==> src/rtl/sr_ff_arbiter.sv <==
// Round-robin arbiter sharing one SR flip-flop between two requesters.
// Each grant drives s or r for a fixed pulse, then checks q, then idles for a gap.
module sr_ff_arbiter #(
   parameter int PULSE_CYCLES = 2,
   parameter int GAP_CYCLES   = 1
) (
   input  logic clk,
   input  logic rst,
   input  logic req_a,
   input  logic op_a,
   output logic ack_a,
   input  logic req_b,
   input  logic op_b,
   output logic ack_b,
   output logic s,
   output logic r,
   input  logic q_in,
   output logic busy,
   output logic err
);

   typedef enum logic [1:0] {IDLE, DRIVE, CHECK, GAP} state_t;

   localparam logic [7:0] PULSE_LOAD = 8'(PULSE_CYCLES - 1);
   localparam logic [7:0] GAP_LOAD   = 8'(GAP_CYCLES - 1);
   localparam bit         HAS_GAP    = (GAP_CYCLES != 0);

   state_t     state_q, state_d;
   logic [7:0] cnt_q, cnt_d;
   logic       op_q, op_d;
   logic       win_b_q, win_b_d;
   logic       last_b_q, last_b_d;
   logic       s_q, s_d, r_q, r_d;
   logic       ack_a_q, ack_a_d, ack_b_q, ack_b_d;
   logic       busy_q, busy_d, err_q, err_d;
   logic       grant_a, grant_b;

   // On a tie the requester that was not granted last wins.
   assign grant_a = req_a & (~req_b | last_b_q);
   assign grant_b = req_b & ~grant_a;

   always_comb begin
      state_d  = state_q;
      cnt_d    = cnt_q;
      op_d     = op_q;
      win_b_d  = win_b_q;
      last_b_d = last_b_q;
      err_d    = err_q;
      case (state_q)
         IDLE: begin
            if (grant_a | grant_b) begin
               win_b_d  = grant_b;
               op_d     = grant_b ? op_b : op_a;
               last_b_d = grant_b;
               cnt_d    = PULSE_LOAD;
               state_d  = DRIVE;
            end
         end
         DRIVE: begin
            if (cnt_q == 8'd0) state_d = CHECK;
            else               cnt_d   = cnt_q - 8'd1;
         end
         CHECK: begin
            if (q_in != op_q) err_d = 1'b1;
            if (HAS_GAP) begin
               cnt_d   = GAP_LOAD;
               state_d = GAP;
            end else begin
               state_d = IDLE;
            end
         end
         GAP: begin
            if (cnt_q == 8'd0) state_d = IDLE;
            else               cnt_d   = cnt_q - 8'd1;
         end
         default: state_d = IDLE;
      endcase

      // Outputs are decoded from the next state so they appear registered
      // in the same cycle the FSM enters the state.
      s_d     = (state_d == DRIVE) &  op_d;
      r_d     = (state_d == DRIVE) & ~op_d;
      ack_a_d = (state_d == CHECK) & ~win_b_d;
      ack_b_d = (state_d == CHECK) &  win_b_d;
      busy_d  = (state_d != IDLE);
   end

   always_ff @(posedge clk) begin
      if (rst) begin
         state_q  <= IDLE;
         cnt_q    <= 8'd0;
         op_q     <= 1'b0;
         win_b_q  <= 1'b0;
         last_b_q <= 1'b1;
         s_q      <= 1'b0;
         r_q      <= 1'b0;
         ack_a_q  <= 1'b0;
         ack_b_q  <= 1'b0;
         busy_q   <= 1'b0;
         err_q    <= 1'b0;
      end else begin
         state_q  <= state_d;
         cnt_q    <= cnt_d;
         op_q     <= op_d;
         win_b_q  <= win_b_d;
         last_b_q <= last_b_d;
         s_q      <= s_d;
         r_q      <= r_d;
         ack_a_q  <= ack_a_d;
         ack_b_q  <= ack_b_d;
         busy_q   <= busy_d;
         err_q    <= err_d;
      end
   end

   assign s     = s_q;
   assign r     = r_q;
   assign ack_a = ack_a_q;
   assign ack_b = ack_b_q;
   assign busy  = busy_q;
   assign err   = err_q;

endmodule

==> config.mk <==
export PLATFORM = sky130hd
export DESIGN_NAME = sr_ff_arbiter
export DESIGN_NICKNAME = d
export VERILOG_FILES = /design/src/rtl/sr_ff_arbiter.sv
export SDC_FILE = /design/constraint.sdc
export NUM_CORES = 1
export LEC_CHECK = 0
export ABC_AREA = 1
export BUFFER_PORTS_ARGS = -buffer_cell sky130_fd_sc_hd__buf_4
export CAP_MARGIN = 30
export CORE_MARGIN = 2
export CORE_UTILIZATION = 49
export CTS_CLUSTER_SIZE = 20
export DETAILED_ROUTE_END_ITERATION = 10
export HOLD_SLACK_MARGIN = 0.12
export PLACE_DENSITY = 0.72
export SLEW_MARGIN = 10
export SYNTH_ARGS = -nofsm -noshare
export SYNTH_HDL_FRONTEND = slang
export SYNTH_SLANG_ARGS = --single-unit
==> constraint.sdc <==
create_clock -name clk -period 1.15 [get_ports clk]
set_input_delay 0.0575 -clock clk [delete_from_list [all_inputs] [get_ports clk]]
set_output_delay 0.0575 -clock clk [all_outputs]
set_load 0.1 [all_outputs]
; ---- Yosys cells after proc, flatten, opt, wreduce, memory -nomap -nowiden
; Cells that the tools add are included.
[classes]
n_addsub = 1
n_eq_ne = 8
muxes = 12
bitwise_logic = 12
reduce_logical = 7
[op_table]
columns = cell, count
row1 = 8-bit case mux with 3 select lines, 1
row2 = 8-bit 2-to-1 mux, 2
row3 = 8-bit zero test, 1
row4 = 2-bit case mux with 4 select lines, 1
row5 = 8-bit by 1-bit subtractor with 8-bit output (second input constant), 1
row6 = 1-bit bitwise AND, 6
row7 = 2-bit == test (second input constant), 3
row8 = 2-bit 2-to-1 mux, 3
row9 = 2-bit AND reduction, 3
row10 = 1-bit 2-to-1 mux, 5
row11 = 2-bit by 1-bit == test with 1-bit output (second input constant), 2
row12 = 2-bit != test (second input constant), 2
row13 = 1-bit inverter, 4
row14 = 2-bit zero test, 1
row15 = 1-bit OR, 2
row16 = 2-bit nonzero test, 1
row17 = 2-bit OR reduction, 1
row18 = 1-bit != test, 1
[totals]
ff_bits = 19
out_inout_bits = 6
elab_cells = 51

; ---- Depth between registers and ports, before layout
[logic_depth]
ltp_word = 10
depth_mapped = 9

; ---- Worst setup path after synthesis
; No wires, ideal clock.
[synth_path]
path_type = register to register
startpoint = register cnt_q[0]
endpoint = register cnt_q[4]
arrival_ns = 1.195
required_ns = 1.080
path_slack_ns = -0.115
stages_incl_launch_ff = 10
path_buffers = 0
synth_period_minus_slack_ns = 1.265
path_cell_list = dfxtp_1 -> inv_1 -> ha_1 -> nand2_2 -> inv_1 -> nand2_1 -> nor2_1 -> nor2_1 -> nand2_1 -> a21oi_1
[synth_between]
elab_chain_len = 3
word_cells_on_any_way = 6
cone_classes = add/sub: 1 / eq/ne: 1 / mux: 2 / reduce/logical: 2
[synth_rtl]
columns = element, line
row1 = start: declaration, 29  ; logic [7:0] cnt_q, cnt_d;
row2 = start signal: assignment, 103  ; cnt_q <= cnt_d;
row3 = 8-bit by 1-bit subtractor with 8-bit output or 8-bit zero test (tied branches), n/a
row4 = 8-bit 2-to-1 mux or 2-bit != test (tied branches), n/a
row5 = 8-bit case mux with 3 select lines or 2-bit AND reduction (tied branches), n/a
; Parallel ways exist; a longest one is shown, timed or not. The select of a mux whose other input is x is not followed.
; A chain may end at the register's enable or synchronous reset.

; ---- Final worst setup path
[layout_path]
startpoint = register cnt_q[0]
endpoint = register busy_q, in the netlist busy
[layout_between]
elab_chain_len = 4
word_cells_on_any_way = 5
cone_classes = mux: 3 / reduce/logical: 2
[layout_rtl]
columns = element, line
row1 = 8-bit zero test (*), "60, 73"
row2 = "2-bit 2-to-1 mux, on equally long branches", "73, 60"
row3 = 2-bit case mux with 4 select lines (*), 49  ; case (state_q)
row4 = 2-bit nonzero test (*), 85  ; busy_d = (state_d != IDLE);
row5 = end signal: assignment, 111  ; busy_q <= busy_d;
row6 = end: declaration, 35  ; logic busy_q, busy_d, err_q, err_d;
; Every way passes the cells marked *; elsewhere a longest branch is shown, timed or not.

==> impl_metrics.ini <==
[critical_path]
cp_max_fo = 7
critPathRequiredTime_ns = 1.33
r2r-start = cnt_q[0]$_SDFFE_PP0P_
path_cells = inv_2 -> ha_4 -> nand2_4 -> nor2_4 -> nand2_4 -> nand2_4 -> nor2_4 -> o21bai_1
cp.arrival_ns = 1.41
cp_slowest_cell = dfxtp_2
ff2ff_path_depth = 8
crit_path_end_kind = flop
worstSetupPathType = reg -> reg
start_kind = flop
critPathMostFrequentCell = nand2_4
rrSetupSlack_ns = -0.08
slowest_delay_ns = 0.34
r2r_end = busy$_SDFF_PP0_

[clock_network]
htreeDepth = 1
clkTransAtPathRegs_ns = 0.11
cts_sinks = 19
clockRootBuffer = clkbuf_4
cts-buffers-inserted = 3
cts_tree = built
clkLatencyLatePin_ns = 0.29
clock_path_buffers = 2

[floorplan]
die_w_um = 48.29
core_um2 = 1902
die-area_um2 = 2331
die_y_um = 48.29
ioPinCount = 13
rows = 16
initial_utilization_pct = 50.53

[logic_synthesis]
yosysUniqueCellTypes = 21
synth_area_leader_cell = dfxtp_1
syn_inst = 141
ys_seq_area_share_pct = 39.58
synth_area_um2 = 960.9
synth_top_area_share_pct = 39.58
yosysWarnings = 0
avgSynthCellArea_um2 = 6.815
synth_area_leaders = dfxtp_1, nor2_1, nand2_1
ys_ff_latch = 19
synth_nets = 149

[outcome]
status = finished, violations left
violations = setup timing

[grt]
grt_pass1_wl_mm = 3.201
first_global_vias = 813
grt_overflow = 0
antenna_found_initial = 0
grt_max_degree = 11
track_usage_pct = 19.85

[detailed_routing]
wl_met1_um = 911
top_layer = met4
drt_wl_total_mm = 1.925
drcViolationCount = 0
firstDrtPassIters = 4
viasPerCell = 4.779
wl_met3_um = 53
drtIter0Drc = 8
final_antenna_net_count = 0
route.met2.wl_um = 947
routedWlPerCell_um = 10.13
dr_total_vias = 908

[place]
portBuffers = 12
globalplace.congestion = 0.8222
hpwlAfterDp_mm = 1.482
dpl_worst_slack_ns = -0.1422
placed_area_um2 = 1146

[sta]
finalHoldViolCount = 0
slew_violations = 0
fin_crit_sh_pct = 106.8
worst_clock_skew_ns = 0.005237
fin_crit_ns = 1.228
worst_slew_pin_slew_ns = 0.3166
setup-tns-final_ns = -0.3033
relSlewSlack_pct = 78.81
max_freq_mhz = 814.2
finalWorstSetupSlack_ns = -0.07815
rsz0062_at_grt = true
setup_viol = 8

[pwr]
ir_drop_mv = 1.905
power_density_nw_per_um2 = 3260
power_leakage_nw = 0.6054

[min_path]
min_path_cells = 2
min_to = cnt_q[2]$_SDFFE_PP0P_
hold_path.class = in -> reg
worstHoldStart = rst

[finish]
finalCoreUtilization_pct = 65.07
finalNetCount = 172
reg.largest.list = cnt_q: 8 flops, state_q: 2 flops
antenna_cells = 0
largest_reg_flops = 8
top_register = cnt_q
design_area_um2 = 1237
drive_gt1_share_pct = 36.81
multi_input_area_um2 = 546.8
ff_latch_area_um2 = 390.4
area_growth_pct = 28.78
n_fill_cell = 179

[flow_run]
drv_cap = 0
[metrics by stage]
stage	hold WS [ns]	power, mW	std cells
finish	0.01273	4.034	190
floorplan	0.2520	2.903	141
CTS	0.007599	3.867	189
global route	0.01246	4.398	190
detailed placement	0.3269	3.439	185
global placement	0.3224	3.377	185
[synthesized netlist by cell type (all sizes together)]
| master | n |
|---|---|
| a21oi | 4 |
| a31oi | 1 |
| buf | 1 |
| dfxtp | 19 |
| ha | 1 |
| inv | 25 |
| nand2 | 33 |
| nand3 | 8 |
| nand4 | 2 |
| nor2 | 38 |
| o21ai | 6 |
| o21bai | 1 |
| or2 | 1 |
| xnor2 | 1 |
[cell families after synthesis]
| family | after synthesis | share of synthesized area, % |
|---|---|---|
| xor+xnor | 1 | 0.9116 |
| compound gates | 12 | 7.032 |
| simple gates | 82 | 40.89 |
| flops | 19 | 39.58 |
| buf+inv | 26 | 10.29 |
| fa+ha+maj | 1 | 1.302 |
[placed cells by master, fill, tap and decap left out, drive strengths merged]
cell type and instances:
ha 1, or2 1, o21bai 1, a31oi 1, buf 19, nand3 8
nand4 2, xnor2 1, clkbuf 4, nand2 33, dfxtp 19, a21oi 4
o21ai 6, nor2 38, inv 25
[critical path, delay by kind of cell (launching register included)]
kind	cells	cell delay (ns)
flops	1	0.34
fa+ha+maj	1	0.15
compound gates	1	0.15
buf+inv	1	0.07
simple gates	5	0.41
[worst max-delay path by stage]
stage,to,slack [ns],cells after the start,start
floorplan,cnt_q[2]$_SDFFE_PP0P_,-0.004,9,cnt_q[1]$_SDFFE_PP0P_
global placement,cnt_q[4]$_SDFFE_PP0P_,-0.04,9,cnt_q[0]$_SDFFE_PP0P_
detailed placement,cnt_q[4]$_SDFFE_PP0P_,-0.14,9,cnt_q[1]$_SDFFE_PP0P_
CTS,busy$_SDFF_PP0_,-0.07,8,cnt_q[1]$_SDFFE_PP0P_
global route,cnt_q[6]$_SDFFE_PP0P_,-0.16,10,cnt_q[0]$_SDFFE_PP0P_
finish,busy$_SDFF_PP0_,-0.08,8,cnt_q[0]$_SDFFE_PP0P_
[where the power goes]
part	switching (mW)	total (mW)	internal, mW	leakage (nW)
sequential	0.180	1.10	0.915	0.159
clock	0.204	0.338	0.135	0.0150
combinational	1.67	2.60	0.927	0.432
[per-layer routing]
metal,GRT usage (%),vias to the layer above
li1,-,471
met1,24.49,423
met2,33.16,12
met3,4.444,2
met4,8.108,0
met5,0,-
[area by class of cell]
class                           instances  area share [%]
Timing Repair Buffer                   19           11.83
Sequential cell                        19           31.55
Clock buffer                            4           2.123
Tap cell                               27           2.730
Inverter                               25           7.583
Multi-Input combinational cell         96           44.19
[what timing repair did]
action / 4_1_cts / 5_1_grt
pin swaps: 11 / 12
resized for setup: 9 / 12
endpoints found under the setup margin: 15 / 15
buffers inserted: 0 / 1
hold endpoints to repair: 10 / 8
Note: power is estimated with default switching activity, not from simulation.
